### config.mk
export PLATFORM = sky130hd
export DESIGN_NAME = ahb_slave_if_pipe_flat
export DESIGN_NICKNAME = d
export VERILOG_FILES = /design/src/rtl/ahb_bridge_pkg.sv /design/src/rtl/ahb_slave_if_pipe_if.sv /design/src/rtl/ahb_pipe_reg.sv /design/src/rtl/ahb_slave_if_pipe.sv /design/src/flat_wrapper.sv
export SDC_FILE = /design/constraint.sdc
export NUM_CORES = 1
export LEC_CHECK = 0
export BUFFER_PORTS_ARGS = -buffer_cell sky130_fd_sc_hd__clkbuf_2
export CAP_MARGIN = 20
export CORE_MARGIN = 2
export CORE_UTILIZATION = 33
export CTS_CLUSTER_DIAMETER = 80
export CTS_CLUSTER_SIZE = 20
export DETAILED_ROUTE_END_ITERATION = 7
export PLACE_DENSITY = 0.68
export SLEW_MARGIN = 20
export SYNTH_ARGS = -nofsm -noshare
export SYNTH_HDL_FRONTEND = slang
export SYNTH_HIERARCHICAL = 1
export SYNTH_SLANG_ARGS = --single-unit
### constraint.sdc
create_clock -name hclk -period 2.2 [get_ports hclk]
set_input_delay 0.22 -clock hclk [delete_from_list [all_inputs] [get_ports hclk]]
set_output_delay 0.22 -clock hclk [all_outputs]
set_load 0.02 [all_outputs]
### src/rtl/ahb_bridge_pkg.sv
// Shared AHB encodings and the slave front-end FSM state type.
package ahb_bridge_pkg;

    typedef enum logic [1:0] {
        HTRANS_IDLE   = 2'b00,
        HTRANS_BUSY   = 2'b01,
        HTRANS_NONSEQ = 2'b10,
        HTRANS_SEQ    = 2'b11
    } htrans_e;

    typedef enum logic [1:0] {
        HRESP_OKAY  = 2'b00,
        HRESP_ERROR = 2'b01
    } hresp_e;

    typedef enum logic [1:0] {
        ST_IDLE,
        ST_BUSY,
        ST_ERR1,
        ST_ERR2
    } state_e;

endpackage

### src/rtl/ahb_slave_if_pipe_if.sv
// AHB-side bus and APB-controller handshake bundle for the slave front end.
interface ahb_slave_if_pipe_if #(
    parameter int unsigned ADDR_W  = 32,
    parameter int unsigned DATA_W  = 32,
    parameter int unsigned NUM_SEL = 3
) ();
    logic              hwrite;
    logic              hreadyin;
    logic [1:0]        htrans;
    logic [ADDR_W-1:0] haddr;
    logic [DATA_W-1:0] hwdata;
    logic [DATA_W-1:0] prdata;
    logic              xfer_done;
    logic              valid;
    logic [ADDR_W-1:0] addr_q;
    logic              write_q;
    logic [NUM_SEL-1:0] sel_q;
    logic              valid_q;
    logic [DATA_W-1:0] wdata_q;
    logic              hreadyout;
    logic [1:0]        hresp;
    logic [DATA_W-1:0] hrdata;
    logic [7:0]        err_cnt;

    modport slave (
        input  hwrite, hreadyin, htrans, haddr, hwdata, prdata, xfer_done,
        output valid, addr_q, write_q, sel_q, valid_q, wdata_q,
               hreadyout, hresp, hrdata, err_cnt
    );

    modport master (
        output hwrite, hreadyin, htrans, haddr, hwdata, prdata, xfer_done,
        input  valid, addr_q, write_q, sel_q, valid_q, wdata_q,
               hreadyout, hresp, hrdata, err_cnt
    );
endinterface

### src/rtl/ahb_pipe_reg.sv
// Generic WIDTH x DEPTH delay line with synchronous reset; DEPTH=0 is a wire.
module ahb_pipe_reg #(
    parameter int unsigned WIDTH = 1,
    parameter int unsigned DEPTH = 1
) (
    input  logic             clk,
    input  logic             rst,
    input  logic [WIDTH-1:0] d,
    output logic [WIDTH-1:0] q
);
    generate
        if (DEPTH == 0) begin : g_bypass
            assign q = d;
        end else begin : g_pipe
            logic [WIDTH-1:0] stage_q [DEPTH];
            logic [WIDTH-1:0] stage_d [DEPTH];

            // Shift every stage one position per cycle.
            always_comb begin
                stage_d[0] = d;
                for (int unsigned i = 1; i < DEPTH; i++) begin
                    stage_d[i] = stage_q[i-1];
                end
            end

            // Stage registers, cleared on reset.
            always_ff @(posedge clk) begin
                for (int unsigned i = 0; i < DEPTH; i++) begin
                    if (rst) stage_q[i] <= '0;
                    else     stage_q[i] <= stage_d[i];
                end
            end

            assign q = stage_q[DEPTH-1];
        end
    endgenerate
endmodule

### src/rtl/ahb_slave_if_pipe.sv
// AHB slave front end: region decode, address pipeline, wait states, ERROR response.
module ahb_slave_if_pipe
    import ahb_bridge_pkg::*;
#(
    parameter int unsigned       ADDR_W       = 32,
    parameter int unsigned       DATA_W       = 32,
    parameter int unsigned       NUM_SEL      = 3,
    parameter logic [ADDR_W-1:0] BASE_ADDR    = 32'h8000_0000,
    parameter int unsigned       REGION_SHIFT = 26,
    parameter int unsigned       PIPE_DEPTH   = 2
) (
    input logic                 hclk,
    input logic                 hreset,
    ahb_slave_if_pipe_if.slave  bus
);
    localparam int unsigned PW = ADDR_W + NUM_SEL + 2;

    logic [ADDR_W-1:0]  off;
    logic [ADDR_W-1:0]  idx;
    logic               in_range;
    logic [NUM_SEL-1:0] sel;
    logic               act;
    state_e             state_q, state_d;
    logic [7:0]         err_cnt_q, err_cnt_d;
    logic [PW-1:0]      pipe_in, pipe_out;

    // Region decode; addresses below the base are unmapped (no wrap).
    always_comb begin
        off      = bus.haddr - BASE_ADDR;
        idx      = off >> REGION_SHIFT;
        in_range = (bus.haddr >= BASE_ADDR) && (idx < ADDR_W'(NUM_SEL));
        sel      = '0;
        for (int unsigned i = 0; i < NUM_SEL; i++) begin
            if (in_range && (idx == ADDR_W'(i))) sel[i] = 1'b1;
        end
    end

    // A transfer is accepted only when the slave can take a new address phase.
    always_comb begin
        act = bus.hreadyin && bus.htrans[1] &&
              ((state_q == ST_IDLE) || (state_q == ST_ERR2) ||
               ((state_q == ST_BUSY) && bus.xfer_done));
    end

    assign bus.valid  = act && in_range;
    assign bus.hrdata = bus.prdata;

    // Next state, bus response and error counter update.
    always_comb begin
        state_d       = state_q;
        bus.hreadyout = 1'b1;
        bus.hresp     = HRESP_OKAY;
        case (state_q)
            ST_IDLE, ST_ERR2: begin
                if (state_q == ST_ERR2) bus.hresp = HRESP_ERROR;
                if (bus.valid)  state_d = ST_BUSY;
                else if (act)   state_d = ST_ERR1;
                else            state_d = ST_IDLE;
            end
            ST_BUSY: begin
                bus.hreadyout = bus.xfer_done;
                if (bus.xfer_done) begin
                    if (bus.valid) state_d = ST_BUSY;
                    else if (act)  state_d = ST_ERR1;
                    else           state_d = ST_IDLE;
                end
            end
            ST_ERR1: begin
                bus.hreadyout = 1'b0;
                bus.hresp     = HRESP_ERROR;
                state_d       = ST_ERR2;
            end
            default: state_d = ST_IDLE;
        endcase

        err_cnt_d = err_cnt_q;
        if ((state_d == ST_ERR1) && (err_cnt_q != 8'hFF)) err_cnt_d = err_cnt_q + 8'd1;
    end

    // State and error counter registers.
    always_ff @(posedge hclk) begin
        if (hreset) begin
            state_q   <= ST_IDLE;
            err_cnt_q <= '0;
        end else begin
            state_q   <= state_d;
            err_cnt_q <= err_cnt_d;
        end
    end

    assign bus.err_cnt = err_cnt_q;
    assign pipe_in     = {bus.haddr, bus.hwrite, sel, bus.valid};
    assign {bus.addr_q, bus.write_q, bus.sel_q, bus.valid_q} = pipe_out;

    ahb_pipe_reg #(.WIDTH(PW), .DEPTH(PIPE_DEPTH)) u_addr_pipe (
        .clk (hclk),
        .rst (hreset),
        .d   (pipe_in),
        .q   (pipe_out)
    );

    // Write data arrives one cycle after its address, so it needs one stage less.
    ahb_pipe_reg #(.WIDTH(DATA_W), .DEPTH(PIPE_DEPTH - 1)) u_wdata_pipe (
        .clk (hclk),
        .rst (hreset),
        .d   (bus.hwdata),
        .q   (bus.wdata_q)
    );
endmodule

### src/flat_wrapper.sv
// flat-port wrapper written by rule: the top's interface ports become plain ports
module ahb_slave_if_pipe_flat import ahb_bridge_pkg::*;
#(
    parameter int unsigned       ADDR_W       = 32,
    parameter int unsigned       DATA_W       = 32,
    parameter int unsigned       NUM_SEL      = 3,
    parameter logic [ADDR_W-1:0] BASE_ADDR    = 32'h8000_0000,
    parameter int unsigned       REGION_SHIFT = 26,
    parameter int unsigned       PIPE_DEPTH   = 2
)
  (hclk, hreset, bus_hwrite, bus_hreadyin, bus_htrans, bus_haddr, bus_hwdata, bus_prdata, bus_xfer_done, bus_valid, bus_addr_q, bus_write_q, bus_sel_q, bus_valid_q, bus_wdata_q, bus_hreadyout, bus_hresp, bus_hrdata, bus_err_cnt);
  ahb_slave_if_pipe_if #(.ADDR_W(ADDR_W), .DATA_W(DATA_W), .NUM_SEL(NUM_SEL)) bus_i ();
  input logic hclk;
  input logic hreset;
  input wire logic [$bits(bus_i.hwrite)-1:0] bus_hwrite;
  input wire logic [$bits(bus_i.hreadyin)-1:0] bus_hreadyin;
  input wire logic [$bits(bus_i.htrans)-1:0] bus_htrans;
  input wire logic [$bits(bus_i.haddr)-1:0] bus_haddr;
  input wire logic [$bits(bus_i.hwdata)-1:0] bus_hwdata;
  input wire logic [$bits(bus_i.prdata)-1:0] bus_prdata;
  input wire logic [$bits(bus_i.xfer_done)-1:0] bus_xfer_done;
  output wire logic [$bits(bus_i.valid)-1:0] bus_valid;
  output wire logic [$bits(bus_i.addr_q)-1:0] bus_addr_q;
  output wire logic [$bits(bus_i.write_q)-1:0] bus_write_q;
  output wire logic [$bits(bus_i.sel_q)-1:0] bus_sel_q;
  output wire logic [$bits(bus_i.valid_q)-1:0] bus_valid_q;
  output wire logic [$bits(bus_i.wdata_q)-1:0] bus_wdata_q;
  output wire logic [$bits(bus_i.hreadyout)-1:0] bus_hreadyout;
  output wire logic [$bits(bus_i.hresp)-1:0] bus_hresp;
  output wire logic [$bits(bus_i.hrdata)-1:0] bus_hrdata;
  output wire logic [$bits(bus_i.err_cnt)-1:0] bus_err_cnt;
  assign bus_i.hwrite = bus_hwrite;
  assign bus_i.hreadyin = bus_hreadyin;
  assign bus_i.htrans = bus_htrans;
  assign bus_i.haddr = bus_haddr;
  assign bus_i.hwdata = bus_hwdata;
  assign bus_i.prdata = bus_prdata;
  assign bus_i.xfer_done = bus_xfer_done;
  assign bus_valid = bus_i.valid;
  assign bus_addr_q = bus_i.addr_q;
  assign bus_write_q = bus_i.write_q;
  assign bus_sel_q = bus_i.sel_q;
  assign bus_valid_q = bus_i.valid_q;
  assign bus_wdata_q = bus_i.wdata_q;
  assign bus_hreadyout = bus_i.hreadyout;
  assign bus_hresp = bus_i.hresp;
  assign bus_hrdata = bus_i.hrdata;
  assign bus_err_cnt = bus_i.err_cnt;
  ahb_slave_if_pipe #(.ADDR_W(ADDR_W), .DATA_W(DATA_W), .NUM_SEL(NUM_SEL), .BASE_ADDR(BASE_ADDR), .REGION_SHIFT(REGION_SHIFT), .PIPE_DEPTH(PIPE_DEPTH)) u_core (.hclk(hclk), .hreset(hreset), .bus(bus_i));
endmodule
==> metrics.csv, run 1 <==
stage,metric,value,unit
floorplanning,core,0.0113,mm²
clock_network,postCtsHoldBufs,0,
clock_network,clk_latency,0.40,ns
setup_path,cp-start-kind,flip-flop,
global_route,antenna_found_initial,0,
detailed_routing,ant_nets,0,
sta,slew_headroom,0.586,
synth,async_flop_share,0,
global_route,first_global_vias,2615,
global_route,grt_pass1_wl,12900,µm
layout,nets,567,
setup_path,cp_data_required_time,2.53,ns
synth,syn_area,0.00378,mm²
placed_design,port_buffers,149,
sta,finalCritPeriodShare,0.945,
layout,fin_cells,615,
detailed_routing,drtPass1Iterations,4,
clock_network,clock_sinks,116,
clock_network,htreeDepth,4,
sta,fmax,481,MHz
pwr,power.density,1030,mW/mm²
synth,synthAdderAreaFrac,0.0166,
layout,drive_above_1_share,0.403,
pwr,power_frac_seq,0.435,
setup_path,cpPeakStageDelay,0.44,ns
synth,syn_inst,332,
sta,rsz0062_at_grt,false,
synth,ys_ff_latch,116,
synth,muxShareOfSynthArea,0.00265,
detailed_routing,routed_wl,7890,µm
pwr,switchingPower,1.15,mW
clock_network,cts_tree,yes,
synth,ys_seq_area_frac,0.615,
clock_network,post-cts-setup-buffer-count,0,
setup_path,cp_top_family,compound AO/OA/AOI/OAI gates,
pwr,leakage,2.28,nW
setup_path,crit_slowest_cell,or4_1,
sta,tns,0,ns
global_route,overflow,0,
sta,final.min_clock_period,2.08,ns
pwr,p_comb_frac,0.066,
floorplanning,ioPinCount,216,
floorplanning,initial_utilization,0.335,
placed_design,place_congestion,0.748,
layout,multiInputGateArea,0.00110,mm²
setup_path,cp-end-kind,flip-flop,
setup_path,setup.worst_path.class,flip-flop to flip-flop,
layout,seqCellArea,0.00232,mm²
detailed_routing,drtIter0Drc,141,
clock_network,numCtsBuffers,17,
synth,synth_top_family_by_area,simple AND/OR/NAND/NOR gates,
clock_network,path_clk_slew,0.05,ns
synth,synth_flop_cell,dfxtp_1,
synth,synth_compound_area_frac,0.0344,
placed_design,place_inst,583,
pwr,switching_share,0.225,
pwr,clkPwrFrac,0.499,
clock_network,clockRootBuffer,clkbuf_16,
sta,hold_viol,0,
synth,ys_warn_count,6,
pwr,peakVddDrop,0.000707,V
sta,fin_skew,0.00386,ns
detailed_routing,vias_per_cell,4.18,
worst_hold_path,hold_path.class,primary input to flip-flop,
synth,synth_cell_types,37,
setup_path,crit_fanout,10,
clock_network,cts.path.max_buffers,2,
sta,slew_viol_final,0,
setup_path,worstPathArrival,2.41,ns
synth,yosys.area_share.simple,0.230,
detailed_routing,drc,0,
floorplanning,die_height,111,µm
global_route,grt_use_total,0.134,
layout,final.fill_count,1089,
floorplanning,fp-row-count,39,
setup_path,cp_cell_sequence,"inv_1, ha_1, a41oi_1, o21a_1, o221ai_4, or4_1, a21oi_1",
synth,avgSynthCellArea,11.4,µm²
global_route,grt_max_degree,63,
layout,num_antenna_cells,0,
synth,synth_edf_count,0,
detailed_routing,vias,2572,
sta,tightest_slew,0.622,ns
floorplanning,dieArea,0.0123,mm²
detailed_routing,wire_per_inst,12.8,µm
setup_path,cp.buffers_inverters,1,
sta,finalSetupViolCount,0,
floorplanning,die_w,111,µm
layout,syn_to_final_growth,31.6,%
synth,synth-xor-area-share,0.00232,
synth,syn_nets,440,
pwr,intPower,3.95,mW
job,max-cap-violations,0,
placed_design,dp_hpwl,5740,µm
run_status,outcome,completed,
-- state kept, by name, indices dropped and copies added, names as in the netlist --
| signal | count |
|---|---|
| u_core/state_q | 2 |
| u_core/bus.err_cnt | 8 |
| u_core/u_wdata_pipe/g_pipe.stage_q | 32 |
| u_core/u_addr_pipe/g_pipe.stage_q | 74 |
-- logic make-up after synthesis --
group | after synthesis
DFF | 116
other | 1
adders and majority gates | 5
xor gates and xnor gates | 1
AOI/OAI and AO/OA | 18
and+or+nand+nor | 141
muxes | 1
buffers and inverters | 49
-- final timing paths --
path,from,end,slack [ns],cells past startpoint
min reg2reg,u_core/u_addr_pipe/g_pipe.stage_q[0][35],u_core/u_addr_pipe/g_pipe.stage_q[1][35],0.43,1
max,u_core/state_q[0],u_core/bus.err_cnt[5],0.12,7
max reg2reg,u_core/state_q[0],u_core/bus.err_cnt[5],0.12,7
min,bus_hwdata[26],u_core/u_wdata_pipe/g_pipe.stage_q[0][26],0.03,2
-- worst register-to-register path, stage by stage, from the launching register on --
cell	delay [ns]
dfxtp_2	0.37
inv_1	0.06
ha_1	0.34
a41oi_1	0.23
o21a_1	0.24
o221ai_4	0.18
or4_1	0.44
a21oi_1	0.14
-- what timing repair did --
action	4_1_cts	5_1_grt
endpoints found under the setup margin	1	4
gates resized for setup	1	2
gates cloned	0	0
-- stage by stage --
step	area [µm²]	utilization	power [mW]	hold slack (ns)	worst slack, ns
final	4970	0.441	5.10	0.0274	0.122
after global routing	4970	0.441	5.31	0.00823	0.00561
after CTS	4960	0.440	5.18	0.00688	0.0424
after detailed placement	4390	0.389	2.60	0.420	0.0654
after global placement	4390	0.389	2.59	0.418	0.217
after floorplan	3780	-	2.55	0.292	0.193
-- power groups by stage --
stage               logic (mW)  registers [mW]  clock network (mW)
floorplan                0.212            2.34                   0
global placement         0.333            2.26                   0
detailed placement       0.337            2.26                   0
CTS                      0.339            2.22                2.62
global route             0.367            2.23                2.72
finish                   0.336            2.22                2.55
-- routing by layer --
metal / share of wire / up-vias / track usage
met3: 0.089 / 40 / 0.0689
met1: 0.42 / 1142 / 0.148
li1: - / 1270 / -
met2: 0.45 / 120 / 0.204
met4: 0.039 / 0 / 0.0833
met5: 0 / - / 0
-- area by class of cell --
| class | count | area share |
|---|---|---|
| Multi-Input combinational cell | 167 | 0.221 |
| Timing Repair Buffer | 153 | 0.159 |
| Tap cell | 143 | 0.0360 |
| Inverter | 4 | 0.00302 |
| Clock inverter | 11 | 0.0206 |
| Sequential cell | 116 | 0.468 |
| Clock buffer | 21 | 0.0926 |
-- synth_stat cells (2+ instances only) --
| cell | count | area share |
|---|---|---|
| dfxtp_1 | 116 | 0.61 |
| nor3b_1 | 2 | 0.0040 |
| nand3_1 | 5 | 0.0066 |
| a31oi_1 | 2 | 0.0033 |
| nor2b_1 | 107 | 0.18 |
| o21ai_0 | 3 | 0.0040 |
| nor3_1 | 2 | 0.0026 |
| buf_4 | 36 | 0.072 |
| inv_1 | 4 | 0.0040 |
| nor2_1 | 11 | 0.011 |
| a21oi_1 | 4 | 0.0053 |
| ha_1 | 5 | 0.017 |
| or3_1 | 3 | 0.0050 |
| and3b_1 | 2 | 0.0046 |
| buf_6 | 7 | 0.021 |
| nand2_1 | 2 | 0.0020 |
-- placed cells by master, fill, tap and decap left out, drive strengths merged, types with 2 or more instances in the layout --
cell / n
and3b: 2
nor2b: 107
or3: 3
nor2: 11
inv: 5
buf: 5
a21oi: 4
nand2: 2
dfxtp: 116
ha: 5
nor3b: 2
nand3: 5
nor3: 2
a31oi: 2
clkbuf: 169
clkinv: 6
clkinvlp: 3
o21ai: 3
Power figures use the tool's default switching activity.
==> run 2: changes to the inputs <==
- ABC_AREA: unset -> 1
- CELL_PAD_IN_SITES_DETAIL_PLACEMENT: unset -> 1
- CELL_PAD_IN_SITES_GLOBAL_PLACEMENT: unset -> 1
- CORE_UTILIZATION: 33 -> 31
- PLACE_DENSITY: 0.68 -> 0.84
==> run 2 against run 1 <==
Utilization down 0.41 points. Clock power up 5%. Die area grew 13%. Non-clock buffer count up 28. Final cell count rose by 32%. Critical path depth is the same. Clock skew increased by 0.0011 ns. Flip-flop and latch count did not move. Sequential power is essentially flat. Worst setup slack better by 0.068 ns.
==> metrics.csv, run 2 <==
stage,metric,value,unit
synth,yosysTopAreaCellShare,0.577,
pwr,leakage,2.94,nW
setup_path,setup.worst_path.class,flip-flop to primary output,
detailed_routing,ant_nets,0,
clock_network,cts.repair.resized,0,
floorplanning,fp-row-count,41,
sta,finalWorstSetupSlack,0.190,ns
placed_design,dp_hpwl,7260,µm
layout,multiInputGateArea,882,µm²
placed_design,place_congestion,0.797,
setup_path,cp-start-kind,flip-flop,
detailed_routing,drtIter0Drc,108,
detailed_routing,wire_per_inst,13.0,µm
setup_path,cp_data_required_time,1.98,ns
job,max-cap-violations,0,
synth,syn_nets,580,
synth,synth_cell_types,24,
setup_path,cp_top_family,flip-flops,
pwr,peakVddDrop,0.000470,V
synth,synthTopCellsByCount,"121 x inv_1, 117 x nor2_1, 116 x dfxtp_1",
layout,utilization,0.437,
synth,ys_ff_latch,116,
clock_network,cts_tree,yes,
synth,syn_area,0.00403,mm²
clock_network,htreeDepth,4,
floorplanning,dieArea,0.0139,mm²
sta,fin_skew,0.00495,ns
layout,final.fill_count,1533,
setup_path,crit_slowest_cell,dfxtp_1,
layout,drive_above_1_share,0.295,
sta,tns,0,ns
setup_path,worstPathArrival,1.79,ns
placed_design,place_ws,0.373,ns
synth,ys_seq_area_frac,0.577,
run_status,outcome,completed,
global_route,grt_pass1_wl,17000,µm
sta,rsz0062_at_grt,false,
sta,final.min_clock_period,2.01,ns
global_route,grt_max_degree,77,
layout,num_antenna_cells,0,
layout,seqCellArea,0.00232,mm²
worst_hold_path,hold_path.class,primary input to flip-flop,
synth,async_flop_share,0,
layout,final_common_cell,clkbuf_2,
floorplanning,initial_utilization,0.318,
synth,synth_most_common_cell,inv_1,
detailed_routing,vias,3239,
detailed_routing,routed_wl,10500,µm
floorplanning,ioPinCount,216,
global_route,overflow,0,
setup_path,cp_cell_sequence,"inv_1, ha_1, inv_1, nand2_2, nand2_2, nor2_2, clkbuf_2",
clock_network,clockRootBuffer,clkbuf_16,
layout,regMostFlops,u_core/u_addr_pipe/g_pipe.stage_q,
detailed_routing,vias_per_cell,4.00,
detailed_routing,drc,0,
synth,avgSynthCellArea,8.53,µm²
floorplanning,die_w,118,µm
sta,finalCritPeriodShare,0.914,
synth,synth_flop_cell,dfxtp_1,
synth,synth_edf_count,0,
sta,slew_viol_final,0,
synth,syn_inst,472,
clock_network,path_clk_slew,0.05,ns
floorplanning,core,0.0127,mm²
setup_path,cpPeakStageDelay,0.40,ns
synth,ys_warn_count,6,
pwr,power.density,963,mW/mm²
sta,finalSetupViolCount,0,
layout,nets,735,
sta,hold_ws,0.0180,ns
global_route,first_global_vias,3531,
clock_network,numCtsBuffers,17,
synth,synth_area_leaders,"dfxtp_1 58%, inv_1 11%, nor2_1 11%",
setup_path,crit_fanout,5,
setup_path,cp-end-kind,primary output,
floorplanning,die_height,118,µm
layout,largest_reg_flops,74,
placed_design,port_buffers,149,
clock_network,clock_sinks,116,
synth,yosysTopAreaCell,dfxtp_1,
global_route,grt_use_total,0.158,
clock_network,cts.path.max_buffers,2,
clock_network,clk_latency,0.40,ns
layout,syn_to_final_growth,37.4,%
detailed_routing,drtPass1Iterations,4,
sta,hold_viol,0,
setup_path,cp.buffers_inverters,3,
global_route,antenna_found_initial,0,
sta,fmax,498,MHz
layout,final_cell_mix,"148 x clkbuf_2, 121 x inv_1, 117 x nor2_1, 116 x dfxtp_1, 31 x dlygate4sd3_1",
==> run 2: repair_timing <==
item                                   CTS  global route
setup buffers                            0             0
hold buffers                            31             0
endpoints found under the hold margin   31             0
==> run 2: area by class of cell <==
| class | count | share of cell area |
|---|---|---|
| clock buffers | 24 | 0.0870 |
| repair buffers | 181 | 0.195 |
| multi-input cells | 190 | 0.159 |
| well taps | 172 | 0.0389 |
| inverters | 121 | 0.0821 |
| flip-flops and latches | 116 | 0.420 |
| clock inverters | 5 | 0.0181 |
==> run 2: cell families after synthesis <==
group | count (synthesis) | share of synthesized area
and+or+nand+nor | 172 | 0.184
buffers and inverters | 166 | 0.204
DFF | 116 | 0.577
AOI/OAI and AO/OA | 9 | 0.0121
adders and majority gates | 5 | 0.0155
xor gates and xnor gates | 3 | 0.00652
other | 1 | 0.000931
==> run 2: worst register-to-register path: cells and delay by family (launching register included) <==
| kind | cells | cell delay (ns) |
|---|---|---|
| AND/OR/NAND/NOR | 4 | 0.58 |
| buffers and inverters | 2 | 0.15 |
| adder cells (fa/ha/maj) | 1 | 0.30 |
| AO/OA/AOI/OAI | 2 | 0.26 |
| flip-flops | 1 | 0.40 |
==> run 2: metal layers <==
layer  GRT usage  up-vias  share of wire
met3      0.0514       36          0.056
met4      0.0806        0          0.026
met1       0.146     1484           0.37
met2       0.306      109           0.55
met5           0        -              0
li1            -     1610              -
==> run 2: through the flow <==
stage / instance area, µm² / total power [mW] / std cells
finish: 5530 / 5.33 / 809
global route: 5530 / 5.55 / 809
CTS: 5530 / 5.41 / 809
detailed placement: 4640 / 2.63 / 749
global placement: 4640 / 2.61 / 749
floorplan: 4030 / 2.56 / 472
==> run 2: where the power goes <==
part	internal, mW	switching (mW)	total, mW
Combinational	0.164	0.243	0.407
Clock	1.84	0.852	2.69
Sequential	2.20	0.0317	2.23
==> run 2: worst paths after layout <==
check / slack (ns) / endpoint / cells after the start / start
setup / recovery: 0.19 / bus_valid / 7 / u_core/state_q[0]
hold / removal: 0.02 / u_core/u_addr_pipe/g_pipe.stage_q[0][26] / 3 / bus_haddr[21]
setup reg to reg: 0.36 / u_core/bus.err_cnt[4] / 9 / u_core/state_q[0]
hold reg to reg: 0.40 / u_core/u_addr_pipe/g_pipe.stage_q[1][17] / 2 / u_core/u_addr_pipe/g_pipe.stage_q[0][17]
